`config.mk`:
```
export PLATFORM = sky130hd
export DESIGN_NAME = pc_fetch_unit
export DESIGN_NICKNAME = d
export VERILOG_FILES = /design/src/rtl/pc_fetch_unit.sv
export SDC_FILE = /design/constraint.sdc
export NUM_CORES = 1
export LEC_CHECK = 0
export BUFFER_PORTS_ARGS = -buffer_cell sky130_fd_sc_hd__buf_2
export CAP_MARGIN = 20
export CORE_MARGIN = 2
export CORE_UTILIZATION = 52
export CTS_CLUSTER_DIAMETER = 100
export DETAILED_ROUTE_END_ITERATION = 8
export GPL_TIMING_DRIVEN = 0
export PLACE_DENSITY = 0.92
export SYNTH_ARGS = -nofsm -noshare
export SYNTH_HDL_FRONTEND = slang
export SYNTH_SLANG_ARGS = --single-unit
```
`constraint.sdc`:
```
create_clock -name clk -period 5.9 [get_ports clk]
set_clock_uncertainty 0.05 [all_clocks]
set_input_delay 0.59 -clock clk [delete_from_list [all_inputs] [get_ports clk]]
set_output_delay 0.59 -clock clk [all_outputs]
set_load 0.1 [all_outputs]
```
`src/rtl/pc_fetch_unit.sv`:
```
// rtl/pc_fetch_unit.sv - fetch stage: program counter, single-outstanding imem requests, redirect and squash
module pc_fetch_unit #(
    parameter int               XLEN     = 32,
    parameter logic [XLEN-1:0]  RESET_PC = '0
) (
    input  logic            clk,
    input  logic            rst,
    input  logic            exec_valid,
    input  logic            br_taken,
    input  logic [XLEN-1:0] br_target,
    output logic            imem_req_valid,
    output logic [XLEN-1:0] imem_req_addr,
    input  logic            imem_req_ready,
    input  logic            imem_rsp_valid,
    input  logic [XLEN-1:0] imem_rsp_data,
    output logic            instr_valid,
    output logic [XLEN-1:0] instr,
    output logic [XLEN-1:0] pc_out,
    input  logic            instr_ready,
    output logic            misalign_err
);

    typedef enum logic [1:0] {S_REQ, S_WAIT, S_HOLD} state_t;

    state_t          state_q, state_d;
    logic [XLEN-1:0] pc_q, pc_d;
    logic [XLEN-1:0] instr_q, instr_d;
    logic [XLEN-1:0] pc_out_q, pc_out_d;
    logic            squash_q, squash_d;
    logic            misalign_q, misalign_d;
    logic            req_en_q, req_en_d;

    logic            redirect;
    logic            req_fire;
    logic            rsp_keep;
    logic [XLEN-1:0] target_aligned;
    logic            unused_target_bit0;

    assign redirect           = exec_valid & br_taken;
    assign req_fire           = (state_q == S_REQ) & req_en_q & imem_req_ready;
    assign rsp_keep           = (state_q == S_WAIT) & imem_rsp_valid & ~squash_q & ~redirect;
    assign target_aligned     = {br_target[XLEN-1:2], 2'b00};
    assign unused_target_bit0 = br_target[0];

    always_ff @(posedge clk) begin
        if (rst) begin
            state_q <= S_REQ;
        end else begin
            state_q <= state_d;
        end
    end

    // req_en_q keeps imem_req_valid low for the first cycle after reset
    always_ff @(posedge clk) begin
        if (rst) begin
            pc_q       <= RESET_PC;
            instr_q    <= '0;
            pc_out_q   <= '0;
            squash_q   <= 1'b0;
            misalign_q <= 1'b0;
            req_en_q   <= 1'b0;
        end else begin
            pc_q       <= pc_d;
            instr_q    <= instr_d;
            pc_out_q   <= pc_out_d;
            squash_q   <= squash_d;
            misalign_q <= misalign_d;
            req_en_q   <= req_en_d;
        end
    end

    always_comb begin
        state_d = state_q;
        case (state_q)
            S_REQ:   if (req_fire) state_d = S_WAIT;
            S_WAIT:  if (imem_rsp_valid) state_d = (squash_q || redirect) ? S_REQ : S_HOLD;
            S_HOLD:  if (redirect || instr_ready) state_d = S_REQ;
            default: state_d = S_REQ;
        endcase
    end

    always_comb begin
        pc_d       = pc_q;
        squash_d   = squash_q;
        instr_d    = instr_q;
        pc_out_d   = pc_out_q;
        misalign_d = redirect & br_target[1];
        req_en_d   = 1'b1;

        if (redirect) begin
            pc_d = target_aligned;
        end else if ((state_q == S_HOLD) && instr_ready) begin
            pc_d = pc_q + XLEN'(4);
        end

        // a redirect while a request is outstanding must discard that response
        if (state_q == S_REQ) begin
            if (req_fire && redirect) squash_d = 1'b1;
        end else if (state_q == S_WAIT) begin
            if (imem_rsp_valid) squash_d = 1'b0;
            else if (redirect) squash_d = 1'b1;
        end

        if (rsp_keep) begin
            instr_d  = imem_rsp_data;
            pc_out_d = pc_q;
        end
    end

    always_comb begin
        imem_req_valid = (state_q == S_REQ) & req_en_q;
        imem_req_addr  = pc_q;
        instr_valid    = (state_q == S_HOLD);
        instr          = instr_q;
        pc_out         = pc_out_q;
        misalign_err   = misalign_q;
    end

endmodule
```
==> impl_results.md <==
* Status: finished, final reports clean
* Max_slew headroom at 0.354
* GR Util All Layers at 0.281
* Clock slew at reported path FFs at 90 ps
* Placed cell areas at 5120 µm²
* FFs w/ async S/R, synth at 0
* Peak supply drop at 0.156 mV
* Final Instance Count excl. Fillers at 811
* Number of buffers inserted by port buffering at 164
* Distinct cells, synth at 50
* Hold Path Class: in2reg
* Final setup vio count at 0
* Avg Inst Size Synth at 7.89 µm²
* Ys flop type: dfxtp_1
* Most common cell after layout, fill and taps aside: buf_2
* DRT Pass-1 Iters at 5
* 1st-iter DRT viols at 505
* Setup_tns at 0 ps
* TritonCTS buffer count at 9
* Worst-margin pin slew at 961 ps
* Pwr dens at 266 nW/µm²
* Crit-path max FO at 10
* FILL cells at 655
* Most frequent cells in the layout: 168 x buf_2, 146 x nand2_1, 97 x dfxtp_1, 70 x a21oi_1, 28 x clkbuf_1
* Initial Util at 0.538
* GR Util met2 at 0.474
* Final Hold Viols at 0
* Die W at 93.4 µm
* Register area at 1940 µm²
* TritonCTS clock tree: built
* CTS resizes at 0
* DRC violations left at 0
* Initial antenna violation count at 0
* Routed vias at 4604
* GR peak layer: met2
* Layout cell share with drive strength beyond 1 at 0.278
* Die Ht at 93.4 µm
* Largest net degree at the start of global routing at 16
* HPWL Detailed at 9.20 mm
* Netlist Area Pre-Place at 4160 µm²
* Startpoint Class: register
* Mapped Cells at 527
* Average routed wire per standard cell at 15.4 µm
* EDFF count, synth at 0
* Clk_lat worst skew at 360 ps
* Number of setup buffers added after CTS at 0
* Top-Level Pins at 170
* RSZ-0062 raised after global routing: false
* Final net count at 778
* Crit path capture type: register
* M3 GR Usage at 0.0588
* Worst hold slack at 388 ps
* Fin. max-slew vios at 0
* YS warnings at 0
* Vias in the first global route at 4243
* Die ar. at 8730 µm²
* Kind of critical path: reg2reg
* First-pass GRT wire length at 19.7 mm
* PnR Total Power at 0.00141 W
* WL final at 12.5 mm
* Rows at 32
* Gr ovfl total at 0
* Critical Path RT at 6130 ps
* Final cycle utilization of the critical path at 0.391
* Clk sinks at 97
* Area Growth Syn to Fin at 27.6%
* Htree depth at 3
* DR vias/cell at 5.68
* Remaining antenna violation count after routing at 0
* GR met1 Demand/Resource at 0.346
* Clock Tree Root: clkbuf_8
* Sequential area share after synthesis at 0.467
* Hold_buf cts at 0
* WP data arrival at 2540 ps
* Multi-input logic area at 2030 µm²
* GP Congestion at 0.862
* Register bit total from synthesis at 97
* Final instance area at 5310 µm²
* Peak Freq at 433 MHz
* Ant diodes at 0
* Longest Clk Path Bufs at 2
* Minimum clock period at 2310 ps
* Core area at 7730 µm²
* Leakage at 2.18 nW
* Dpl cells at 796
* MaxCap Viol Count at 0
cell families after synthesis:
family | Yosys count | synth area share
flip-flops | 97 | 0.467
XOR/XNOR | 11 | 0.0232
AND/OR/NAND/NOR | 245 | 0.276
AO/OA/AOI/OAI | 128 | 0.180
buffers and inverters | 43 | 0.0481
adder cells (fa/ha/maj) | 1 | 0.00301
other | 1 | 0.000901
multiplexers | 1 | 0.00271
critical path, cell delays in order (launching register included):
cell and delay (ps):
dfxtp_1 370, clkbuf_1 310, nand3b_1 160, nor3_1 460, clkbuf_2 290, clkbuf_1 330
nand2_1 130, a21oi_1 150
cells in the mapped netlist, drive strengths merged (2+ instances only):
| cell type | count | area share |
|---|---|---|
| dfxtp | 97 | 0.47 |
| o31a | 2 | 0.0048 |
| or3 | 4 | 0.0060 |
| nor2 | 16 | 0.014 |
| nand3b | 2 | 0.0036 |
| nand2b | 2 | 0.0030 |
| clkbuf | 28 | 0.025 |
| nor4 | 10 | 0.017 |
| nand2 | 146 | 0.13 |
| o21ai | 23 | 0.028 |
| nor2b | 2 | 0.0030 |
| a211oi | 8 | 0.014 |
| nand4 | 14 | 0.023 |
| or4 | 5 | 0.0090 |
| and3 | 3 | 0.0045 |
| nor3b | 5 | 0.0090 |
| and2 | 5 | 0.0075 |
| a21oi | 70 | 0.084 |
| buf | 11 | 0.019 |
| a31oi | 7 | 0.011 |
| inv | 4 | 0.0036 |
| xor2 | 3 | 0.0063 |
| o31ai | 4 | 0.0072 |
| nor3 | 13 | 0.016 |
| a311oi | 5 | 0.011 |
| and4 | 2 | 0.0042 |
| nand3 | 11 | 0.014 |
| xnor2 | 8 | 0.017 |
cell type report:
cell class / count / area share
tap: 102 / 0.0240
inverter: 4 / 0.00283
multi-input combinational: 390 / 0.382
timing repair buffer: 165 / 0.156
clock inverter: 5 / 0.0111
sequential: 97 / 0.366
clock buffer: 9 / 0.0233
buffer: 39 / 0.0349
state kept, by name, indices dropped and copies added (netlist names):
name           flops
instr             32
imem_req_addr     30
pc_out            30
state_q            2
misalign_err       1
req_en_q           1
squash_q           1
through the flow:
| stage | setup WS (ps) | util |
|---|---|---|
| after detailed placement | 3080 | 0.663 |
| after floorplan | 2560 | - |
| after global routing | 3320 | 0.687 |
| after global placement | 3130 | 0.663 |
| after CTS | 3360 | 0.686 |
| final | 3590 | 0.687 |
power by group:
part	switching, W	total [W]	internal, W	leakage, nW
registers	0.0000292	0.000705	0.000675	0.789
logic	0.000226	0.000287	0.0000607	1.31
clock network	0.000227	0.000419	0.000191	0.0872
worst paths after layout:
kind	endpoint	startpoint	depth (start not counted)	slack, ps
worst min register to register	instr[27]$_SDFFE_PP0P_	instr[27]$_SDFFE_PP0P_	2	410
worst max-delay path	instr[29]$_SDFFE_PP0P_	state_q[0]$_SDFFE_PP0P_	7	3590
worst max register to register	instr[29]$_SDFFE_PP0P_	state_q[0]$_SDFFE_PP0P_	7	3590
worst min-delay path	imem_req_addr[27]$_SDFFE_PP0P_	br_target[27]	3	390
layer usage:
layer | part of all wire | wire (µm) | up-vias
li1 | - | - | 2194
met1 | 0.39 | 4840 | 2126
met2 | 0.50 | 6190 | 252
met3 | 0.094 | 1180 | 32
met4 | 0.023 | 284 | 0
met5 | 0 | 0 | -
Note: power is estimated with default switching activity, not from simulation.
